## config.mk

```make
export PLATFORM = sky130hd
export DESIGN_NAME = fifo_ctrl
export DESIGN_NICKNAME = d
export VERILOG_FILES = /design/src/rtl/fifo_ctrl.sv
export SDC_FILE = /design/constraint.sdc
export NUM_CORES = 1
export LEC_CHECK = 0
export ABC_AREA = 1
export CAP_MARGIN = 30
export CORE_UTILIZATION = 40
export CTS_BUF_LIST = sky130_fd_sc_hd__clkbuf_4
export DETAILED_ROUTE_END_ITERATION = 16
export PLACE_DENSITY = 0.72
export SLEW_MARGIN = 10
export SYNTH_ARGS = -nofsm -noshare
export SYNTH_HDL_FRONTEND = slang
export SYNTH_SLANG_ARGS = --single-unit
```

## constraint.sdc

```tcl
create_clock -name clk -period 2.4 [get_ports clk]
set_clock_uncertainty 0.2 [all_clocks]
set_input_delay 0.48 -clock clk [delete_from_list [all_inputs] [get_ports clk]]
set_output_delay 0.48 -clock clk [all_outputs]
set_load 0.05 [all_outputs]
```

## src/rtl/fifo_ctrl.sv

```systemverilog
// Pointer and status controller for a synchronous FIFO whose register file has an async read port.
// Optional sticky overflow/underflow flags are built when FIFO_CTRL_ERR_FLAGS_EN is defined.
module fifo_ctrl #(
  parameter int unsigned ADDR_WIDTH = 3,
  parameter int unsigned AF_THRESH  = (2 ** ADDR_WIDTH) - 1,
  parameter int unsigned AE_THRESH  = 1
) (
  input  logic                  clk,
  input  logic                  reset,
  input  logic                  wr,
  input  logic                  rd,
  output logic                  w_en,
  output logic [ADDR_WIDTH-1:0] w_addr,
  output logic [ADDR_WIDTH-1:0] r_addr,
  output logic                  full,
  output logic                  empty,
  output logic                  almost_full,
  output logic                  almost_empty,
  output logic [ADDR_WIDTH:0]   count,
  output logic                  overflow,
  output logic                  underflow
);

  localparam int unsigned PW = ADDR_WIDTH + 1;

  logic [PW-1:0] w_ptr_q, w_ptr_d;
  logic [PW-1:0] r_ptr_q, r_ptr_d;
  logic [PW-1:0] count_c;
  logic          full_c, empty_c, wr_ok_c, rd_ok_c;

  // Status derived only from the registered pointers; the MSB is the wrap bit.
  always_comb begin
    empty_c = (w_ptr_q == r_ptr_q);
    full_c  = (w_ptr_q[ADDR_WIDTH] != r_ptr_q[ADDR_WIDTH]) &&
              (w_ptr_q[ADDR_WIDTH-1:0] == r_ptr_q[ADDR_WIDTH-1:0]);
    count_c = w_ptr_q - r_ptr_q;
  end

  // A write to a full FIFO is legal when a read frees the same slot at the same edge.
  always_comb begin
    wr_ok_c = wr & (~full_c | rd);
    rd_ok_c = rd & ~empty_c;
    w_ptr_d = w_ptr_q;
    r_ptr_d = r_ptr_q;
    if (wr_ok_c) begin
      w_ptr_d = w_ptr_q + PW'(1);
    end
    if (rd_ok_c) begin
      r_ptr_d = r_ptr_q + PW'(1);
    end
  end

  always_ff @(posedge clk or posedge reset) begin
    if (reset) begin
      w_ptr_q <= '0;
      r_ptr_q <= '0;
    end else begin
      w_ptr_q <= w_ptr_d;
      r_ptr_q <= r_ptr_d;
    end
  end

  assign w_en         = wr_ok_c;
  assign w_addr       = w_ptr_q[ADDR_WIDTH-1:0];
  assign r_addr       = r_ptr_q[ADDR_WIDTH-1:0];
  assign full         = full_c;
  assign empty        = empty_c;
  assign count        = count_c;
  assign almost_full  = (count_c >= PW'(AF_THRESH));
  assign almost_empty = (count_c <= PW'(AE_THRESH));

`ifdef FIFO_CTRL_ERR_FLAGS_EN
  logic ovf_q, ovf_d;
  logic unf_q, unf_d;

  // A simultaneous write turns a read of an empty FIFO into a plain write, so it is not an underflow.
  always_comb begin
    ovf_d = ovf_q | (wr & full_c & ~rd);
    unf_d = unf_q | (rd & empty_c & ~wr);
  end

  always_ff @(posedge clk or posedge reset) begin
    if (reset) begin
      ovf_q <= 1'b0;
      unf_q <= 1'b0;
    end else begin
      ovf_q <= ovf_d;
      unf_q <= unf_d;
    end
  end

  assign overflow  = ovf_q;
  assign underflow = unf_q;
`else
  assign overflow  = 1'b0;
  assign underflow = 1'b0;
`endif

endmodule

```

Yosys cells after proc, flatten, opt, wreduce, memory -nomap -nowiden --
Index checks and enable logic that the tools add are counted.
Storage, ports and cells: logic and storage cells 16, output and inout bits 17, bits in registers 8, bits of input ports 4
Cells by class: equality and inequality tests 3, add/sub/neg operators 3, $lt $le $gt $ge 2, bitwise gates (word level) 5, reductions and logical operators 1
Operator list (number):
- 4-bit by 1-bit adder with 4-bit output, second input constant | 2
- 4-bit equality test | 1
- 4-bit by 3-bit greater-or-equal comparator with 1-bit output, second input constant | 1
- 4-bit by 1-bit less-or-equal comparator with 1-bit output, second input constant | 1
- 4-bit subtractor | 1
- 3-bit equality test | 1
- 1-bit AND | 2
- 1-bit inverter | 2
- 1-bit logical AND | 1
- 1-bit inequality test | 1
- 1-bit OR | 1

Logic depth before layout (Yosys ltp) --
Gate-level depths: netlist of the first run.
depth after elaboration 5, mapped depth 9, mapped depth without buffers 9

Least setup slack after synthesis of the first run --
OpenSTA, ideal clock, no wires.
path kind flip-flop to output port, start register w_ptr_q[0], end output port almost_full, setup slack -799 ps, required time 1720 ps, cell stages (with the launch flop) 7, arrival 2519 ps, buffers on the path 0, cells stage by stage dfrtp_1 inv_1 ha_1 fa_1 xnor2_1 nand3_1 nand3_1
On the way: word-level cells in the longest chain between the ends 2
RTL lines:
- start: declaration | line 26 | logic [PW-1:0] w_ptr_q, w_ptr_d;
- start signal: assignment | line 58 | w_ptr_q <= w_ptr_d;
- 4-bit subtractor | line 36 | count_c = w_ptr_q - r_ptr_q;
- via count[2] | line 19 | output logic [ADDR_WIDTH:0] count,
- 4-bit by 3-bit greater-or-equal comparator with 1-bit output | line 69 | assign almost_full = (count_c >= PW'(AF_THRESH));
- end: declaration | line 17 | output logic almost_full,
The timed path passes the listed nets, and every way through them passes these cells.

Worst setup path in the final report of the first run --
start register r_ptr_q[0], end output port almost_empty
On the way: word-level cells in the longest chain between the ends 2
RTL lines:
- start: declaration | line 27 | logic [PW-1:0] r_ptr_q, r_ptr_d;
- start signal: assignment | line 59 | r_ptr_q <= r_ptr_d;
- 4-bit subtractor | line 36
- 4-bit by 1-bit less-or-equal comparator with 1-bit output | line 70 | assign almost_empty = (count_c <= PW'(AE_THRESH));
- end: declaration | line 18 | output logic almost_empty,
No other way between the ends.

==> metrics list, run 1 <==
- CP peak stage delay: approximately 520 ps
* Number of buffers created by CTS: 3
* Sequential cell area fraction in the yosys report: around 29%
- The worst setup path is of the register to primary output kind.
- In the finished design, the share of the clock period the worst path needs comes to 108%.
* Failing checks: design-rule violations, negative setup slack
* Clock Pin Slew Worst Setup and Hold Paths: around 60 ps
- Die boundary width: ~44 um
* Final std cells w/o fill: around 140
* Root cell of the clock tree: sky130_fd_sc_hd__clkbuf_4
- GP Congestion: ~0.83
* Worst-path cell with the longest stage delay: sky130_fd_sc_hd__fa_2
- Most area-hungry cell type in the Yosys netlist: sky130_fd_sc_hd__dfrtp_1
- The region available for standard cell placement spans about 1600 sq um.
- For this design, the sink count on the clock tree is 8.
- The critical path goes through ha_4 > fa_2 > inv_2 > or2_4 > nor2_4 > buf_12.
- Hold-fix buffers, CTS: 0
* Run status: finished, violations left
- Post-place setup slack: -32.7 ps
- For this block, the initial DRC count from the detailed router was 13.
* Endpoint class of the critical path: primary output
* Reg2Reg Setup Slack: between 600 and 700 ps
- For this run, the top clock speed supported by timing is around 0.39 GHz.
* WP data arrival: between 1500 and 2000 ps
- In the post-synthesis netlist, the cell with the most instances is sky130_fd_sc_hd__nand2_1.
* Worst Slack Setup Final: -180 ps
- Counting the fill cells in the layout gives approximately 100.
- Cells with a size suffix above 1 make up between 40% and 50% of the layout.
- After synthesis, the mean cell area works out to 7.44 sq um.
- Setup violations remaining at the end of the flow were counted as 2.
- The max-slew violation count is 0.
- Yosys mapped a number of flops with a built-in enable equal to 0.
- Critical Path Fanout Max: 2
- In this run the cell area of the synthesized design comes to ~700 sq um.
- H-tree depth: 1
- During I/O placement, the number of pins put on the boundary was 21.
- Unrepaired setup endpoints after global routing: yes
- TritonCTS built the clock tree.
- Largest cells by area after synthesis: sky130_fd_sc_hd__dfrtp_1 29%, sky130_fd_sc_hd__nand2_1 16%, sky130_fd_sc_hd__ha_1 9.0%
- Min Tclk post-route: 2580 ps
* Total of buffers placed on input and output ports: 18
- Post-synthesis cell type count: 22
* Detail-routed via count per cell: just under 5
- Yosys printed 0 warnings.
- First-pass GRT wire length: between 2000 and 3000 um
* Final Hold Fails: 0
- The initial utilization of the core area, before any placement, comes to roughly 44%.
- For this block, the via count after detailed routing is roughly 690.
- The min-delay analysis places its worst path in the category input port to async pin.
- Utilization after layout: approximately three quarters
- The repair_antennas step left the layout with diodes totalling 0.
- In the routed design, unresolved DRC markers number 3.
- Measured in cells, the most critical reg-to-reg path has a length of 10.
* Worst R2R End: w_ptr_q[3]$_DFFE_PP0P_
* Die area: between 1500 and 2000 sq um
* Leading post-synthesis cells by instance count: 30 x sky130_fd_sc_hd__nand2_1, 14 x sky130_fd_sc_hd__inv_1, 9 x sky130_fd_sc_hd__nand3_1
- In the final design database the tool counted roughly 140 nets.
* Area overhead of the layout relative to synthesis: 71.6%
- Post-detailed-route wirelength per cell: roughly 13 um
- Counting tap cells, the placed design contains a total of ~130 instances.
- The clock passes through at most 2 buffers.
- Max-cap violations in this run came to 0.
- Slew headroom: between 60% and 70%
- Summed over its instances, the top area cell type makes up between 20 and 30% of the synthesized netlist area.
- The wire-length estimate of the detail-placed layout is roughly 1200 um.
- Post-synthesis sequential element count: 8
- After routing the design area is roughly 1200 sq um.
- Row generation in the floorplan step produced 14 rows.
- Transition time at the pin with the least slew margin: 508 ps
- Aggregate routed wire length: ~1800 um
- Startpoint kind of the worst setup timing path: register
- Once placement finished, the instance area stood at between 1000 and 1500 sq um.
* Overall track demand over capacity in global routing: 20.9%
- In this run the remaining antenna-violating nets after routing total 0.
* Antenna violations before repair: 0
- In this run the critical register-to-register path is launched from w_ptr_q[1]$_DFFE_PP0P_.
* Overflow left after global routing: 0
- At the worst endpoint, the required time is around 1700 ps.
* Instance count of the mapped netlist: 93
- Maximum number of pins on one net before global-route repair: 9
- Die boundary height: between 40 and 50 um
* Most frequently used flop master after synthesis: sky130_fd_sc_hd__dfrtp_1
- The first detailed-routing pass ran for 10 iterations.
- Clock latency on the worst-skew pair, taken at its later pin, is ~260 ps.
- Share of flip-flops with an asynchronous set or reset after synthesis: 100%
- The via count of the first global-routing pass was approximately 660.
-- final cells by class --
class	instances	area [sq um]	share of cell area, %
clock buffer	3	22.5	1.90
inverter	15	56.3	4.74
multi-input combinational	63	473	39.8
sequential	8	200	16.9
tap	16	20.0	1.69
timing repair buffer	36	415	35.0
-- per-layer routing --
layer / vias to the layer above / wire length (um) / GRT usage [%] / part of all wire (%)
li1: 348 / - / - / -
met1: 309 / 738 / 24.3 / 41
met2: 20 / 912 / 37.0 / 51
met3: 9 / 50 / 2.50 / 2.8
met4: 0 / 83 / 11.3 / 4.6
met5: - / 0 / 0 / 0
-- critical path, delay by kind of cell, from the launching register on --
kind          cells  cell delay, ps
flops             1             420
buf+inv           2             180
fa+ha+maj         2             700
simple gates      2             340
-- what timing repair did --
item,in CTS,in global routing
setup endpoints to repair,5,8
gates resized for setup,6,15
buffers inserted,2,8
pin swaps,0,3
gates cloned,0,0
-- state kept, by name, summed over array words and instances (netlist names) --
name,cells
w_ptr_q,4
r_ptr_q,4
-- metrics by stage --
stage	hold slack, ps	TNS (ps)
after floorplan	95.7	-548
after global placement	311	0
after detailed placement	321	-32.7
after CTS	270	-503
after global routing	313	-542
final	263	-330
-- cells in the final DEF (no fill, tap or decap), types with 2 or more instances in the layout --
master	n
sky130_fd_sc_hd__buf_12	9
sky130_fd_sc_hd__buf_4	16
sky130_fd_sc_hd__buf_6	2
sky130_fd_sc_hd__clkbuf_4	3
sky130_fd_sc_hd__clkdlybuf4s50_1	8
sky130_fd_sc_hd__conb_1	2
sky130_fd_sc_hd__dfrtp_1	8
sky130_fd_sc_hd__ha_1	2
sky130_fd_sc_hd__ha_4	3
sky130_fd_sc_hd__inv_1	9
sky130_fd_sc_hd__inv_2	6
sky130_fd_sc_hd__nand2_1	28
sky130_fd_sc_hd__nand2_2	2
sky130_fd_sc_hd__nand2_4	3
sky130_fd_sc_hd__nand3_1	7
sky130_fd_sc_hd__nand3_2	2
sky130_fd_sc_hd__nor2_4	2
sky130_fd_sc_hd__xor2_1	2
-- kinds of logic (layout without fill, tap and decap cells) --
family,Yosys count,count (layout),share of synthesized area (%)
AO/OA/AOI/OAI,2,2,1.45
XOR/XNOR,4,4,5.06
adder cells (fa/ha/maj),6,6,11.9
buffers and inverters,23,54,16.8
flip-flops,8,8,28.9
other,1,2,0.542
AND/OR/NAND/NOR,49,49,35.3
-- how the worst max path moves through the flow --
stage / start / to / cells after the start
after floorplan: w_ptr_q[0]$_DFFE_PP0P_ / almost_full / 6
after global routing: r_ptr_q[0]$_DFFE_PP0P_ / almost_empty / 6
after detailed placement: w_ptr_q[0]$_DFFE_PP0P_ / almost_empty / 7
after global placement: w_ptr_q[0]$_DFFE_PP0P_ / almost_empty / 7
final: r_ptr_q[0]$_DFFE_PP0P_ / almost_empty / 6
after CTS: w_ptr_q[0]$_DFFE_PP0P_ / almost_empty / 7
Power of run 1 is left out: the tool's default activity adds up to more than one toggle a clock period on the data nets, which glitch-free logic cannot reach.
==> run 2, diff against run 1 <==
CORE_MARGIN = 4   (was default)
==> run 2 against run 1 <==
The flow finishes with violations (negative setup slack). Critical path depth increased by 1. Cell count up 2.1%. Largest cell class unchanged. Worst hold slack lost 8.8 ps.
==> metrics list, run 2 (same netlist as run 1, synthesis figures left out) <==
- Die boundary width: ~50 um
- Across all setup checks in the final design, the least slack found is -177 ps.
- Reg2Reg Setup Slack: roughly 660 ps
* Final clock period utilization by the worst path: 107%
- Aggregate routed wire length: ~1900 um
* Drc violations: 0
- Final Hold Fails: 0
* Largest registers: r_ptr_q (4), w_ptr_q (4)
- For this design the top-level I/O count stands at 21.
* 1st-iter DRT viols: 6
- Number of global-route vias before repair: 688
* Number of fill cells in the layout: 97
- The worst path in the final design needs a cycle of around 2600 ps, including I/O delays and setup.
- Dividing the detail-routed via count by the number of cells gives between 4 and 5.
- Overflow left after global routing: 0
- Leading cell types in the layout, fill and taps excluded: 29 x sky130_fd_sc_hd__nand2_1, 17 x sky130_fd_sc_hd__buf_4, 10 x sky130_fd_sc_hd__inv_1
- In this run the worst path has a maximum fanout of 2.
- Root cell of the clock tree: sky130_fd_sc_hd__clkbuf_4
* Die area: roughly 2500 sq um
* Total of buffers placed on input and output ports: 18
- Number of nets in the layout: 140
- Worst Hold Class: input port to async pin
- Across the run, the number of max-cap violations was 0.
- Overall track demand over capacity in global routing: 16.5%
- CTS built an H-tree with a depth of 1.
- TritonCTS built the clock tree.
- Number of vias after detailed routing: between 700 and 800
- Once the floorplan was initialized, standard cells occupied ~44% of the core.
- The later pin in the worst-skew pair is clocked with a latency of 270 ps.
* GP Congestion: ~0.83
- From bottom edge to top edge, the die measures 49.6 um.
- Counting cells, the worst reg-to-reg path comes to 9.
- Post-DP HPWL: between 1000 and 1500 um
- The number of antenna violations at the first check in global routing was 0.
- Buffer levels on the longest clock path: 2
- Startpoint kind of the worst setup timing path: register
- The setup path with the least slack is of type register to primary output.
- Hold is met by between 200 and 300 ps.
- The checks that failed: negative setup slack.
- Slew headroom: between 60% and 70%
* Hold-fix buffers, CTS: 0
- For the worst setup path, the data required time is 1720 ps.
- Unrepaired setup endpoints after global routing: yes
- Maximum number of pins on one net before global-route repair: 9
* Number of max-slew violations in the final report: 0
* Number of clock sinks: 8
* Final setup viols: 4
* Transition time at the pin with the least slew margin: 527 ps
- Endpoint class of the critical path: primary output
* Clock Pin Slew Worst Setup and Hold Paths: ~60 ps
- For the worst setup path, the data arrival time is about 1900 ps.
- Number of antenna repair diodes: 0
- Before CTS, the worst setup slack after placement is -53.1 ps.
* Number of antenna-violating nets in the routed design: 0
* Number of search-and-repair iterations in the first detailed-routing pass: 4
- Dividing the detail-routed wire length by the instance count gives ~13 um.
- Share of final-layout standard cells stronger than drive strength 1: a little over two fifths
- Clock tree synthesis inserted a total of 3 buffers.
- Peak clock frequency supported by timing: around 0.39 GHz
- The run finished, with violations left.
- Most common cell after layout, fill and taps aside: sky130_fd_sc_hd__nand2_1
- Cell Rows: 14
- Area overhead of the layout relative to synthesis: 75.6%
* Core area: between 1500 and 2000 sq um
- The first global-routing pass estimated 3020 um of wire.
## run 2: cell count changes in the layout (fill, tap and decap cells not counted), sizes merged
cell	before	now
clkdlybuf4s50	8	6
buf	27	30
dlymetal6s2s	1	3
## run 2: path summary, 6_finish.rpt
path	startpoint	end
worst max-delay path	w_ptr_q[0]$_DFFE_PP0P_	almost_empty
worst min-delay path	reset	w_ptr_q[3]$_DFFE_PP0P_
worst max register to register	w_ptr_q[2]$_DFFE_PP0P_	r_ptr_q[0]$_DFFE_PP0P_
worst min register to register	r_ptr_q[3]$_DFFE_PP0P_	r_ptr_q[3]$_DFFE_PP0P_
max in group asynchronous	reset	r_ptr_q[2]$_DFFE_PP0P_
min in group clk	r_ptr_q[3]$_DFFE_PP0P_	r_ptr_q[3]$_DFFE_PP0P_
## run 2: timing repair
item,CTS,global route
resized for setup,15,7
pin swaps,4,5
setup endpoints to repair,6,7
setup buffers,5,8
endpoints found under the hold margin,0,0
gates cloned,0,0
## run 2: per-layer routing
metal / up-vias / global-route usage, % / share of wire [%]
met1: 332 / 16.7 / 38
met5: - / 0 / 0
met2: 16 / 32.4 / 57
met4: 0 / 8.29 / 2.2
met3: 5 / 1.81 / 2.7
li1: 349 / - / -
## run 2: worst max-delay path, cell delays in order (launching register included)
cell and delay (ps):
sky130_fd_sc_hd__dfrtp_1 370, sky130_fd_sc_hd__inv_2 60, sky130_fd_sc_hd__ha_4 160, sky130_fd_sc_hd__fa_2 520
sky130_fd_sc_hd__inv_2 40, sky130_fd_sc_hd__or2_4 230, sky130_fd_sc_hd__nor2_4 100, sky130_fd_sc_hd__buf_12 140
## run 2: layout make-up
| type | instances | area, sq um | share of cell area (%) |
|---|---|---|---|
| flip-flops and latches | 8 | 200 | 16.5 |
| well taps | 16 | 20.0 | 1.65 |
| clock buffers | 3 | 22.5 | 1.85 |
| multi-input cells | 63 | 465 | 38.3 |
| inverters | 15 | 56.3 | 4.63 |
| repair buffers | 39 | 450 | 37.1 |
## run 2: stage by stage
stage / utilization (%) / setup TNS [ps] / instance area [sq um] / std cells
2_1_floorplan: - / -548 / 727 / 94
3_3_place_gp: 64.5 / 0 / 1020 / 128
3_5_place_dp: 64.5 / -53.1 / 1020 / 128
4_1_cts: 72.3 / -277 / 1140 / 136
5_1_grt: 77.1 / -631 / 1210 / 144
6_report: 77.1 / -436 / 1210 / 144
Power of run 2 is left out for the same reason.
